==> src/rtl/nibble_rx_pkg.sv <==
// nibble_rx_pkg
// Shared types and constants for the nibble receiver slice.
//   state_e     : pairing FSM state (LO_WAIT / HI_WAIT)
//   NIB_W/BYTE_W: nibble and byte widths
//   CNT_W       : width of the pairing timeout counter
//   DEFAULT_*   : default parameter values for the receiver and its FIFO
package nibble_rx_pkg;

  localparam int NIB_W               = 4;
  localparam int BYTE_W              = 8;
  localparam int CNT_W               = 8;
  localparam int DEFAULT_DEPTH       = 4;
  localparam int DEFAULT_TIMEOUT     = 255;
  localparam int DEFAULT_SYNC_STAGES = 2;

  typedef enum logic {
    LO_WAIT = 1'b0,
    HI_WAIT = 1'b1
  } state_e;

  // Bytes are assembled low nibble first, so the later nibble lands in the top half.
  function automatic logic [BYTE_W-1:0] pack_byte(input logic [NIB_W-1:0] lo,
                                                  input logic [NIB_W-1:0] hi);
    return {hi, lo};
  endfunction

endpackage

==> src/rtl/nibble_rx_if.sv <==
// nibble_rx_if
// Bundles the host nibble pins and the core-side byte handshake.
//   d_in/stb      : host nibble and asynchronous strobe
//   data_out/valid: FIFO head byte and non-empty indication
//   rd            : core pop request
//   ovf/terr      : sticky overflow / pairing-timeout flags
//   clr_err       : clears both sticky flags
// master = environment driving the pins, slave = the receiver.
interface nibble_rx_if;
  import nibble_rx_pkg::*;

  logic [NIB_W-1:0]  d_in;
  logic              stb;
  logic [BYTE_W-1:0] data_out;
  logic              valid;
  logic              rd;
  logic              ovf;
  logic              terr;
  logic              clr_err;

  modport master (
    output d_in, stb, rd, clr_err,
    input  data_out, valid, ovf, terr
  );

  modport slave (
    input  d_in, stb, rd, clr_err,
    output data_out, valid, ovf, terr
  );

endinterface

==> src/rtl/nibble_rx_byte_fifo.sv <==
// byte_fifo
// First-word-fall-through FIFO; the head entry is always visible on dout_o.
//   clk, rst_n : clock, asynchronous active-low reset
//   push_i     : write din_i (accepted when not full, or when popping in the same cycle)
//   din_i      : write data
//   pop_i      : remove the head entry (ignored while empty)
//   dout_o     : head entry
//   empty_o    : no entries held
//   full_o     : DEPTH entries held
module byte_fifo
  import nibble_rx_pkg::*;
#(
  parameter int DEPTH = DEFAULT_DEPTH,
  parameter int WIDTH = BYTE_W
) (
  input  logic             clk,
  input  logic             rst_n,
  input  logic             push_i,
  input  logic [WIDTH-1:0] din_i,
  input  logic             pop_i,
  output logic [WIDTH-1:0] dout_o,
  output logic             empty_o,
  output logic             full_o
);

  localparam int AW = $clog2(DEPTH);

  logic [WIDTH-1:0] mem_q [DEPTH];
  logic [AW:0]      wptr_q;
  logic [AW:0]      rptr_q;
  logic             do_push;
  logic             do_pop;

  // Pointers carry one extra wrap bit: equal means empty, equal except the MSB means full.
  assign empty_o = (wptr_q == rptr_q);
  assign full_o  = (wptr_q[AW] != rptr_q[AW]) && (wptr_q[AW-1:0] == rptr_q[AW-1:0]);
  assign do_pop  = pop_i && !empty_o;
  // A pop in the same cycle frees the slot, so a push into a full FIFO still succeeds.
  assign do_push = push_i && (!full_o || do_pop);
  assign dout_o  = mem_q[rptr_q[AW-1:0]];

  // Storage is reset so the head reads 0x00 straight out of reset.
  always_ff @(posedge clk or negedge rst_n) begin
    if (!rst_n) begin
      wptr_q <= '0;
      rptr_q <= '0;
      for (int i = 0; i < DEPTH; i++) mem_q[i] <= '0;
    end else begin
      if (do_push) begin
        mem_q[wptr_q[AW-1:0]] <= din_i;
        wptr_q                <= wptr_q + 1'b1;
      end
      if (do_pop) rptr_q <= rptr_q + 1'b1;
    end
  end

endmodule

==> src/rtl/nibble_rx.sv <==
// nibble_rx
// Receives host nibbles qualified by an asynchronous strobe, pairs them
// low-nibble-first into bytes and queues the bytes in a FWFT FIFO.
//   clk, rst_n : core clock, asynchronous active-low reset
//   bus        : nibble_rx_if.slave (host pins, byte handshake, sticky flags)
module nibble_rx
  import nibble_rx_pkg::*;
#(
  parameter int DEPTH       = DEFAULT_DEPTH,
  parameter int TIMEOUT     = DEFAULT_TIMEOUT,
  parameter int SYNC_STAGES = DEFAULT_SYNC_STAGES
) (
  input  logic          clk,
  input  logic          rst_n,
  nibble_rx_if.slave    bus
);

  localparam logic [CNT_W-1:0] TIMEOUT_LD = CNT_W'(TIMEOUT);

  logic [SYNC_STAGES-1:0]            stb_sync_q;
  logic [SYNC_STAGES-1:0][NIB_W-1:0] d_sync_q;
  logic                              stb_hist_q;
  logic                              stb_s;
  logic [NIB_W-1:0]                  d_s;
  logic                              stb_rise;

  state_e             state_q;
  logic [NIB_W-1:0]   lo_q;
  logic [CNT_W-1:0]   cnt_q;
  logic               push_q;
  logic [BYTE_W-1:0]  byte_q;
  logic               terr_q;
  logic               ovf_q;

  logic               terr_set;
  logic               ovf_set;
  logic               pop;
  logic               fifo_empty;
  logic               fifo_full;
  logic [BYTE_W-1:0]  fifo_dout;

  assign stb_s    = stb_sync_q[SYNC_STAGES-1];
  assign d_s      = d_sync_q[SYNC_STAGES-1];
  assign stb_rise = stb_s && !stb_hist_q;

  // Strobe and data share the same synchroniser depth so the nibble is settled when the edge is seen.
  always_ff @(posedge clk or negedge rst_n) begin
    if (!rst_n) begin
      stb_sync_q <= '0;
      d_sync_q   <= '0;
      stb_hist_q <= 1'b0;
    end else begin
      stb_sync_q <= {stb_sync_q[SYNC_STAGES-2:0], bus.stb};
      d_sync_q   <= {d_sync_q[SYNC_STAGES-2:0], bus.d_in};
      stb_hist_q <= stb_s;
    end
  end

  // Expiry is checked before the strobe: a strobe landing on the expiry cycle starts a new byte.
  assign terr_set = (state_q == HI_WAIT) && (cnt_q == '0);

  always_ff @(posedge clk or negedge rst_n) begin
    if (!rst_n) begin
      state_q <= LO_WAIT;
      lo_q    <= '0;
      cnt_q   <= '0;
      push_q  <= 1'b0;
      byte_q  <= '0;
      terr_q  <= 1'b0;
    end else begin
      push_q <= 1'b0;
      if (terr_set)         terr_q <= 1'b1;
      else if (bus.clr_err) terr_q <= 1'b0;
      case (state_q)
        LO_WAIT: begin
          if (stb_rise) begin
            lo_q    <= d_s;
            cnt_q   <= TIMEOUT_LD;
            state_q <= HI_WAIT;
          end
        end
        HI_WAIT: begin
          if (cnt_q == '0) begin
            if (stb_rise) begin
              lo_q  <= d_s;
              cnt_q <= TIMEOUT_LD;
            end else begin
              state_q <= LO_WAIT;
            end
          end else if (stb_rise) begin
            byte_q  <= pack_byte(lo_q, d_s);
            push_q  <= 1'b1;
            state_q <= LO_WAIT;
          end else begin
            cnt_q <= cnt_q - 1'b1;
          end
        end
        default: state_q <= LO_WAIT;
      endcase
    end
  end

  assign pop     = bus.rd && !fifo_empty;
  assign ovf_set = push_q && fifo_full && !pop;

  always_ff @(posedge clk or negedge rst_n) begin
    if (!rst_n)           ovf_q <= 1'b0;
    else if (ovf_set)     ovf_q <= 1'b1;
    else if (bus.clr_err) ovf_q <= 1'b0;
  end

  byte_fifo #(
    .DEPTH (DEPTH),
    .WIDTH (BYTE_W)
  ) u_fifo (
    .clk     (clk),
    .rst_n   (rst_n),
    .push_i  (push_q),
    .din_i   (byte_q),
    .pop_i   (bus.rd),
    .dout_o  (fifo_dout),
    .empty_o (fifo_empty),
    .full_o  (fifo_full)
  );

  assign bus.data_out = fifo_dout;
  assign bus.valid    = !fifo_empty;
  assign bus.ovf      = ovf_q;
  assign bus.terr     = terr_q;

endmodule

==> src/flat_wrapper.sv <==
// flat-port wrapper written by rule: the top's interface ports become plain ports
module nibble_rx_flat import nibble_rx_pkg::*;
#(
  parameter int DEPTH       = DEFAULT_DEPTH,
  parameter int TIMEOUT     = DEFAULT_TIMEOUT,
  parameter int SYNC_STAGES = DEFAULT_SYNC_STAGES
)
  (clk, rst_n, bus_d_in, bus_stb, bus_rd, bus_clr_err, bus_data_out, bus_valid, bus_ovf, bus_terr);
  nibble_rx_if bus_i ();
  input  logic clk;
  input  logic rst_n;
  input wire logic [$bits(bus_i.d_in)-1:0] bus_d_in;
  input wire logic [$bits(bus_i.stb)-1:0] bus_stb;
  input wire logic [$bits(bus_i.rd)-1:0] bus_rd;
  input wire logic [$bits(bus_i.clr_err)-1:0] bus_clr_err;
  output wire logic [$bits(bus_i.data_out)-1:0] bus_data_out;
  output wire logic [$bits(bus_i.valid)-1:0] bus_valid;
  output wire logic [$bits(bus_i.ovf)-1:0] bus_ovf;
  output wire logic [$bits(bus_i.terr)-1:0] bus_terr;
  assign bus_i.d_in = bus_d_in;
  assign bus_i.stb = bus_stb;
  assign bus_i.rd = bus_rd;
  assign bus_i.clr_err = bus_clr_err;
  assign bus_data_out = bus_i.data_out;
  assign bus_valid = bus_i.valid;
  assign bus_ovf = bus_i.ovf;
  assign bus_terr = bus_i.terr;
  nibble_rx #(.DEPTH(DEPTH), .TIMEOUT(TIMEOUT), .SYNC_STAGES(SYNC_STAGES)) u_core (.clk(clk), .rst_n(rst_n), .bus(bus_i));
endmodule
==> config.mk <==
export PLATFORM = sky130hd
export DESIGN_NAME = nibble_rx_flat
export DESIGN_NICKNAME = d
export VERILOG_FILES = /design/src/rtl/nibble_rx_pkg.sv /design/src/rtl/nibble_rx_if.sv /design/src/rtl/nibble_rx_byte_fifo.sv /design/src/rtl/nibble_rx.sv /design/src/flat_wrapper.sv
export SDC_FILE = /design/constraint.sdc
export NUM_CORES = 1
export LEC_CHECK = 0
export CAP_MARGIN = 20
export CORE_ASPECT_RATIO = 0.5
export CORE_UTILIZATION = 45
export DETAILED_ROUTE_END_ITERATION = 10
export GPL_TIMING_DRIVEN = 0
export PLACE_DENSITY = 0.7
export SYNTH_ARGS = -nofsm -noshare
export SYNTH_HDL_FRONTEND = slang
export SYNTH_SLANG_ARGS = --single-unit
==> constraint.sdc <==
create_clock -name clk -period 2.72 [get_ports clk]
set_clock_uncertainty 0.15 [all_clocks]
set_input_delay 0.544 -clock clk [delete_from_list [all_inputs] [get_ports clk]]
set_output_delay 0.544 -clock clk [all_outputs]
set_load 0.01 [all_outputs]
==> metrics.csv, run 1 <==
stage;metric;value;unit
pwr;pwr dens;1100;nW/µm²
floorplanning;Die Footprint;7420;µm²
routing;WL met3;186;µm
worst_setup_path;CP Cell Sequence;buf_6 -> mux4_1 -> clkdlybuf4s50_1;
placed_design;gpl congestion;0.760;
floorplanning;row cnt;21;
floorplanning;Initial Utilization;47.1;%
cells_and_area;diodes inserted;0;
synth;syn nets;229;
sta;Slew headroom;40.0;%
sta;RSZ-0062 raised after global routing;no;
status;status;finished, final reports clean;
sta;actual slew at the worst max-slew pin;0.900;ns
cells_and_area;area added between synthesis and finish;19.4;%
cells_and_area;most common library cell in the layout ignoring fill and taps;dfrtp_1;
synth;Main synth FF type;dfrtp_1;
synth;#FFs+latches synth;73;
clocking;CTS Sinks;73;
routing;drt total wl;5290;µm
routing;DRC Markers;0;
worst_setup_path;Worst Path Max Fanout;10;
cells_and_area;Post-Layout Cell Count;339;
worst_setup_path;critical path's slowest cell;mux4_1;
synth;Post-synth EDFFs;0;
grt;pin count of the biggest net entering global routing;74;
grt;first-pass GRT wire length;8710;µm
synth;Mapped Area;3180;µm²
grt;vias in the first global route;1730;
sta;final hold viol count;0;
placed_design;PortBufs;19;
sta;final number of max-transition violations;0;
routing;DR pass1 iterations;4;
clocking;hold buffers post-CTS;0;
synth;top-area cell type share of the netlist area;57.5;%
sta;Final min period;2.63;ns
floorplanning;CORE AREA;6750;µm²
clocking;Clock transition at path regs;0.05;ns
routing;vias per inst;5.24;
routing;First DRT Iteration DRCs;48;
clocking;TritonCTS clock tree;yes;
placed_design;pre-CTS WS;0.373;ns
routing;metal2 WL;2470;µm
cells_and_area;most frequent cells in the layout;dfrtp_1, mux2_2, clkdlybuf4s50_1;
sta;TNS Setup;0;ns
clocking;Clock Latency Late Sink;0.32;ns
pwr;NetSw;1160;µW
sta;final count of negative-setup-slack endpoints;0;
placed_design;placed cell count;323;
cells_and_area;nets;259;
sta;post-route clock period utilization;96.7;%
worst_setup_path;crit path DAT;1.94;ns
min_path;HP Class;in -> async;
grt;Tot GR Track Use;16.2;%
routing;max layer used;met4;
grt;initial antenna violation count;0;
run;Max-Cap Viols;0;
floorplanning;Die H;61.4;µm
floorplanning;Top Ports;20;
sta;Setup WS post-layout;0.0901;ns
clocking;H-tree levels;3;
synth;top cells by area, synth;dfrtp_1, mux2_2, mux4_1;
synth;cell taking the most area after synthesis;dfrtp_1;
pwr;Clk pwr share;29.0;%
placed_design;dpl hpwl;3450;µm
routing;M1 WL;2570;µm
synth;post-synth cell types;39;
routing;routed length per instance;15.6;µm
synth;warnings from Yosys;0;
clocking;TritonCTS Buffers;9;
floorplanning;Die X;121;µm
sta;Fin Hold WS;0.189;ns
worst_setup_path;Buf+Inv Stages, Crit Path;2;
synth;Synth Area per Inst;15.0;µm²
synth;sequential fraction of the synthesis area;57.5;%
cells_and_area;Fillers;521;
worst_setup_path;WP data required;2.03;ns
worst_setup_path;cell family contributing the most delay on the critical path;buffers and inverters;
pwr;switch share;28.0;%
synth;post-synthesis cell count;212;
routing;via count;1776;
cells_and_area;layout cells sized above 1;28.7;%
pwr;peak supply drop;0.000370;V
worst_setup_path;Worst Setup End Kind;primary output;
pwr;part of the power in combinational logic;30.1;%
pwr;Int Power;3000;µW
clocking;Root Buffer;clkbuf_16;
worst_setup_path;CP startpoint kind;flip-flop;
routing;Final ANT Viol Nets;0;
worst_setup_path;Max stage delay on crit path;0.58;ns
cells_and_area;final core occ;56.2;%
synth;Post-synth ARST share;100;%
pwr;Reg power frac;41.0;%
pwr;Leak Pwr;0.00169;µW
clocking;CTS max path bufs;2;
sta;Max Freq;0.380;GHz
grt;GRT overflow;0;
worst_setup_path;CP Class;reg -> out;
power groups by stage:
stage	logic (µW)	registers, µW	clock network (µW)
2_1_floorplan	879	1630	0
3_3_place_gp	1210	1680	0
3_5_place_dp	1250	1720	0
4_1_cts	1260	1700	1240
5_1_grt	1370	1760	1300
6_report	1250	1700	1210
worst register-to-register path, delay by kind of cell, from the launching register on:
family	cells	cell delay, ns
flops	1	0.39
mux	1	0.38
xor+xnor	1	0.34
simple gates	1	0.29
compound gates	1	0.26
buf+inv	1	0.16
metal layers:
layer | track usage, % | vias to the layer above
met3 | 6.30 | 5
met4 | 4.76 | 0
li1 | - | 834
met5 | 0 | -
met2 | 25.3 | 25
met1 | 21.2 | 912
synth_stat cells, drive strengths merged (2+ instances only):
master,instances
ha,8
nand2,8
nand3,7
nor4,2
xnor2,7
a211oi,3
o21ai,6
nor2,2
o22ai,2
nand2b,2
mux2,45
buf,4
inv,9
mux4,8
nand4,2
dfrtp,73
nor2b,2
a21oi,7
flip-flops by register name (all words and copies together), names as in the netlist, 2 cells and up:
name,cells
u_core.lo_q,4
u_core.u_fifo.wptr_q,3
u_core.byte_q,8
u_core.u_fifo.mem_q,32
u_core.d_s,4
u_core.cnt_q,8
u_core.stb_sync_q,2
u_core.u_fifo.rptr_q,3
u_core.d_sync_q,4
cell families (layout without fill, tap and decap cells):
family                     after synthesis  count (layout)  synth area share (%)
DFF                                     73              73                  57.5
muxes                                   53              53                  23.0
and+or+nand+nor                         30              30                  5.91
AOI/OAI and AO/OA                       25              25                  5.91
buffers and inverters                   15              50                  2.32
adders and majority gates                8               8                  3.15
xor gates and xnor gates                 8               8                  2.20
final timing paths:
path / from / to / slack [ns] / depth (start not counted)
worst max-delay path: u_core.u_fifo.rptr_q[0]$_DFFE_PN0P_ / bus_data_out[6] / 0.09 / 3
worst min-delay path: rst_n / u_core.cnt_q[3]$_DFFE_PN0N_ / 0.19 / 1
worst max register to register: u_core.u_fifo.rptr_q[0]$_DFFE_PN0P_ / u_core.u_fifo.mem_q[12]$_DFFE_PN0P_ / 0.64 / 5
worst min register to register: u_core.d_sync_q[0]$_DFF_PN0_ / u_core.d_s[0]$_DFF_PN0_ / 0.20 / 0
max in group asynchronous: rst_n / u_core.u_fifo.mem_q[24]$_DFFE_PN0P_ / 1.63 / 1
min in group clk: u_core.d_sync_q[0]$_DFF_PN0_ / u_core.d_s[0]$_DFF_PN0_ / 0.20 / 0
stage by stage:
stage / instance area (µm²) / power, µW
final: 3790 / 4160
after global routing: 3790 / 4430
after CTS: 3790 / 4200
after detailed placement: 3480 / 2970
after global placement: 3480 / 2890
after floorplan: 3180 / 2510
final cells by class:
type / instances / area [µm²] / area share, %
buffer: 5 / 36.3 / 0.956
tap: 92 / 115 / 3.03
clock inverter: 3 / 65.1 / 1.72
timing repair buffer: 19 / 188 / 4.95
sequential: 73 / 1830 / 48.2
multi-input combinational: 124 / 1280 / 33.9
clock buffer: 13 / 240 / 6.33
inverter: 10 / 37.5 / 0.989
repair_timing:
action	CTS	global route
setup endpoints to repair	0	1
resized for setup	0	1
setup buffers	0	0
Power figures use the tool's default switching activity.
==> run 2: changes to the inputs <==
CTS_BUF_LIST = sky130_fd_sc_hd__clkbuf_4 sky130_fd_sc_hd__clkbuf_8   (was not set)
HOLD_SLACK_MARGIN = 0.15   (was not set)
==> metrics.csv, run 2 (synthesis gave the netlist of run 1 again) <==
stage;metric;value;unit;change
cells_and_area;final instance area;3730;µm²;-1.8%
clocking;CTS max path bufs;2;;unchanged
worst_setup_path;CP Cell Sequence;buf_8 -> mux4_1 -> clkdlybuf4s50_1;;
clocking;Clock transition at path regs;0.08;ns;+0.03 ns
floorplanning;Top Ports;20;;unchanged
cells_and_area;area added between synthesis and finish;17.2;%;
placed_design;DP Area;3480;µm²;unchanged
placed_design;gpl congestion;0.760;;unchanged
floorplanning;Die Footprint;7420;µm²;unchanged
status;status;finished, final reports clean;;
clocking;Post-CTS Setup Bufs;0;;unchanged
routing;DR pass1 iterations;4;;unchanged
placed_design;dpl hpwl;3450;µm;unchanged
sta;Slew headroom;40.2;%;+0.20 points
cells_and_area;most common library cell in the layout ignoring fill and taps;dfrtp_1;;
clocking;Clock Latency Late Sink;0.34;ns;+0.02 ns
floorplanning;row cnt;21;;unchanged
worst_setup_path;critical path's slowest cell;mux4_1;;
sta;Final min period;2.65;ns;+0.0202 ns
clocking;H-tree levels;3;;unchanged
clocking;Root Buffer;clkbuf_8;;
routing;Final ANT Viol Nets;0;;unchanged
cells_and_area;nets;259;;unchanged
worst_setup_path;Worst Path Max Fanout;10;;unchanged
cells_and_area;layout cells sized above 1;30.8;%;+2.0 points
worst_setup_path;crit path DAT;1.96;ns;+0.02 ns
sta;Fin Hold WS;0.185;ns;-0.00448 ns
sta;RSZ-0062 raised after global routing;no;;
cells_and_area;largest registers;u_core.u_fifo.mem_q x32, u_core.byte_q x8, u_core.cnt_q x8;;
routing;routed length per instance;15.6;µm;-0.13%
sta;TNS Setup;0;ns;unchanged
pwr;peak supply drop;0.000340;V;-7.9%
routing;via count;1790;;+0.79%
routing;First DRT Iteration DRCs;52;;+8.3%
routing;vias per inst;5.28;;+0.79%
grt;Tot GR Track Use;15.8;%;-0.31 points
routing;drt total wl;5280;µm;-0.13%
pwr;power after layout;3890;µW;-6.6%
clocking;post-CTS sizing;1;;+1
floorplanning;Die H;61.4;µm;unchanged
run;Max-Cap Viols;0;;unchanged
cells_and_area;max reg flops;32;;unchanged
worst_setup_path;WP data required;2.03;ns;about the same
clocking;hold buffers post-CTS;0;;unchanged
sta;post-route clock period utilization;97.4;%;+0.74 points
routing;DRC Markers;0;;unchanged
sta;final hold viol count;0;;unchanged
grt;pin count of the biggest net entering global routing;74;;unchanged
clocking;TritonCTS Buffers;9;;unchanged
worst_setup_path;Worst Setup End Kind;primary output;;
worst_setup_path;Buf+Inv Stages, Crit Path;2;;unchanged
cells_and_area;Biggest register;u_core.u_fifo.mem_q;;
pwr;Leak Pwr;0.00171;µW;+0.91%
placed_design;PortBufs;19;;unchanged
sta;Max Freq;0.377;GHz;-0.76%
min_path;HP Class;in -> async;;
sta;actual slew at the worst max-slew pin;0.897;ns;-0.00301 ns
grt;initial antenna violation count;0;;unchanged
cells_and_area;most frequent cells in the layout;dfrtp_1, mux2_2, clkdlybuf4s50_1;;
worst_setup_path;Max stage delay on crit path;0.57;ns;about the same
cells_and_area;diodes inserted;0;;unchanged
sta;final number of max-transition violations;0;;unchanged
pwr;pwr dens;1040;nW/µm²;-4.9%
grt;vias in the first global route;1696;;-2.0%
worst_setup_path;CP startpoint kind;flip-flop;;
grt;GRT overflow;0;;unchanged
worst_setup_path;CP Class;reg -> out;;
floorplanning;Initial Utilization;47.1;%;unchanged
floorplanning;Die X;121;µm;unchanged
clocking;CTS Sinks;73;;unchanged
grt;first-pass GRT wire length;8550;µm;-1.8%
sta;final count of negative-setup-slack endpoints;0;;unchanged
clocking;TritonCTS clock tree;yes;;
floorplanning;CORE AREA;6750;µm²;unchanged
worst_setup_path;cell family contributing the most delay on the critical path;buffers and inverters;;
## run 2: metal layers
layer | routed length [µm] | vias up | GRT usage (%)
li1 | - | 841 | -
met1 | 2550 | 922 | 20.7
met2 | 2500 | 22 | 24.7
met3 | 181 | 5 | 5.74
met4 | 53 | 0 | 6.35
met5 | 0 | - | 0
## run 2: final timing paths
check                                                    startpoint                                   to  slack, ns  cells past startpoint
worst max-delay path            u_core.u_fifo.rptr_q[0]$_DFFE_PN0P_                      bus_data_out[4]       0.07                      3
worst min-delay path                                          rst_n          u_core.cnt_q[2]$_DFFE_PN0N_       0.18                      1
worst max register to register  u_core.u_fifo.rptr_q[1]$_DFFE_PN0P_  u_core.u_fifo.mem_q[12]$_DFFE_PN0P_       0.66                      5
worst min register to register       u_core.stb_sync_q[0]$_DFF_PN0_       u_core.stb_sync_q[1]$_DFF_PN0_       0.20                      0
max in group asynchronous                                     rst_n         u_core.byte_q[4]$_DFFE_PN0P_       1.66                      1
min in group clk                     u_core.stb_sync_q[0]$_DFF_PN0_       u_core.stb_sync_q[1]$_DFF_PN0_       0.20                      0
## run 2: area by class of cell
| cell class | count | area [µm²] |
|---|---|---|
| fillers | 534 | 3030 |
| repair buffers | 19 | 195 |
| clock inverters | 3 | 65.1 |
| plain buffers | 5 | 40.0 |
| inverters | 10 | 37.5 |
| flip-flops and latches | 73 | 1830 |
| clock buffers | 13 | 154 |
| multi-input cells | 124 | 1290 |
| well taps | 92 | 115 |
## run 2: report_power, final
part / total, µW / switching [µW] / internal, µW
Sequential: 1700 / 261 / 1440
Combinational: 1260 / 507 / 754
Clock: 925 / 368 / 557
Total: 3890 / 1140 / 2760
## run 2: worst reg2reg max path, delay by kind of cell (launching register included)
family | cells | cell delay (ns)
flops | 1 | 0.39
compound gates | 1 | 0.24
mux | 1 | 0.37
simple gates | 1 | 0.28
xor+xnor | 1 | 0.28
buf+inv | 1 | 0.22
## run 2: through the flow
stage               instances  util (%)  setup slack, ns
finish                    339      55.2           0.0698
floorplan                 212         -            0.812
global placement          323      51.6            -1.34
global route              339      55.2          0.00116
CTS                       339      54.9           0.0422
detailed placement        323      51.5            0.373
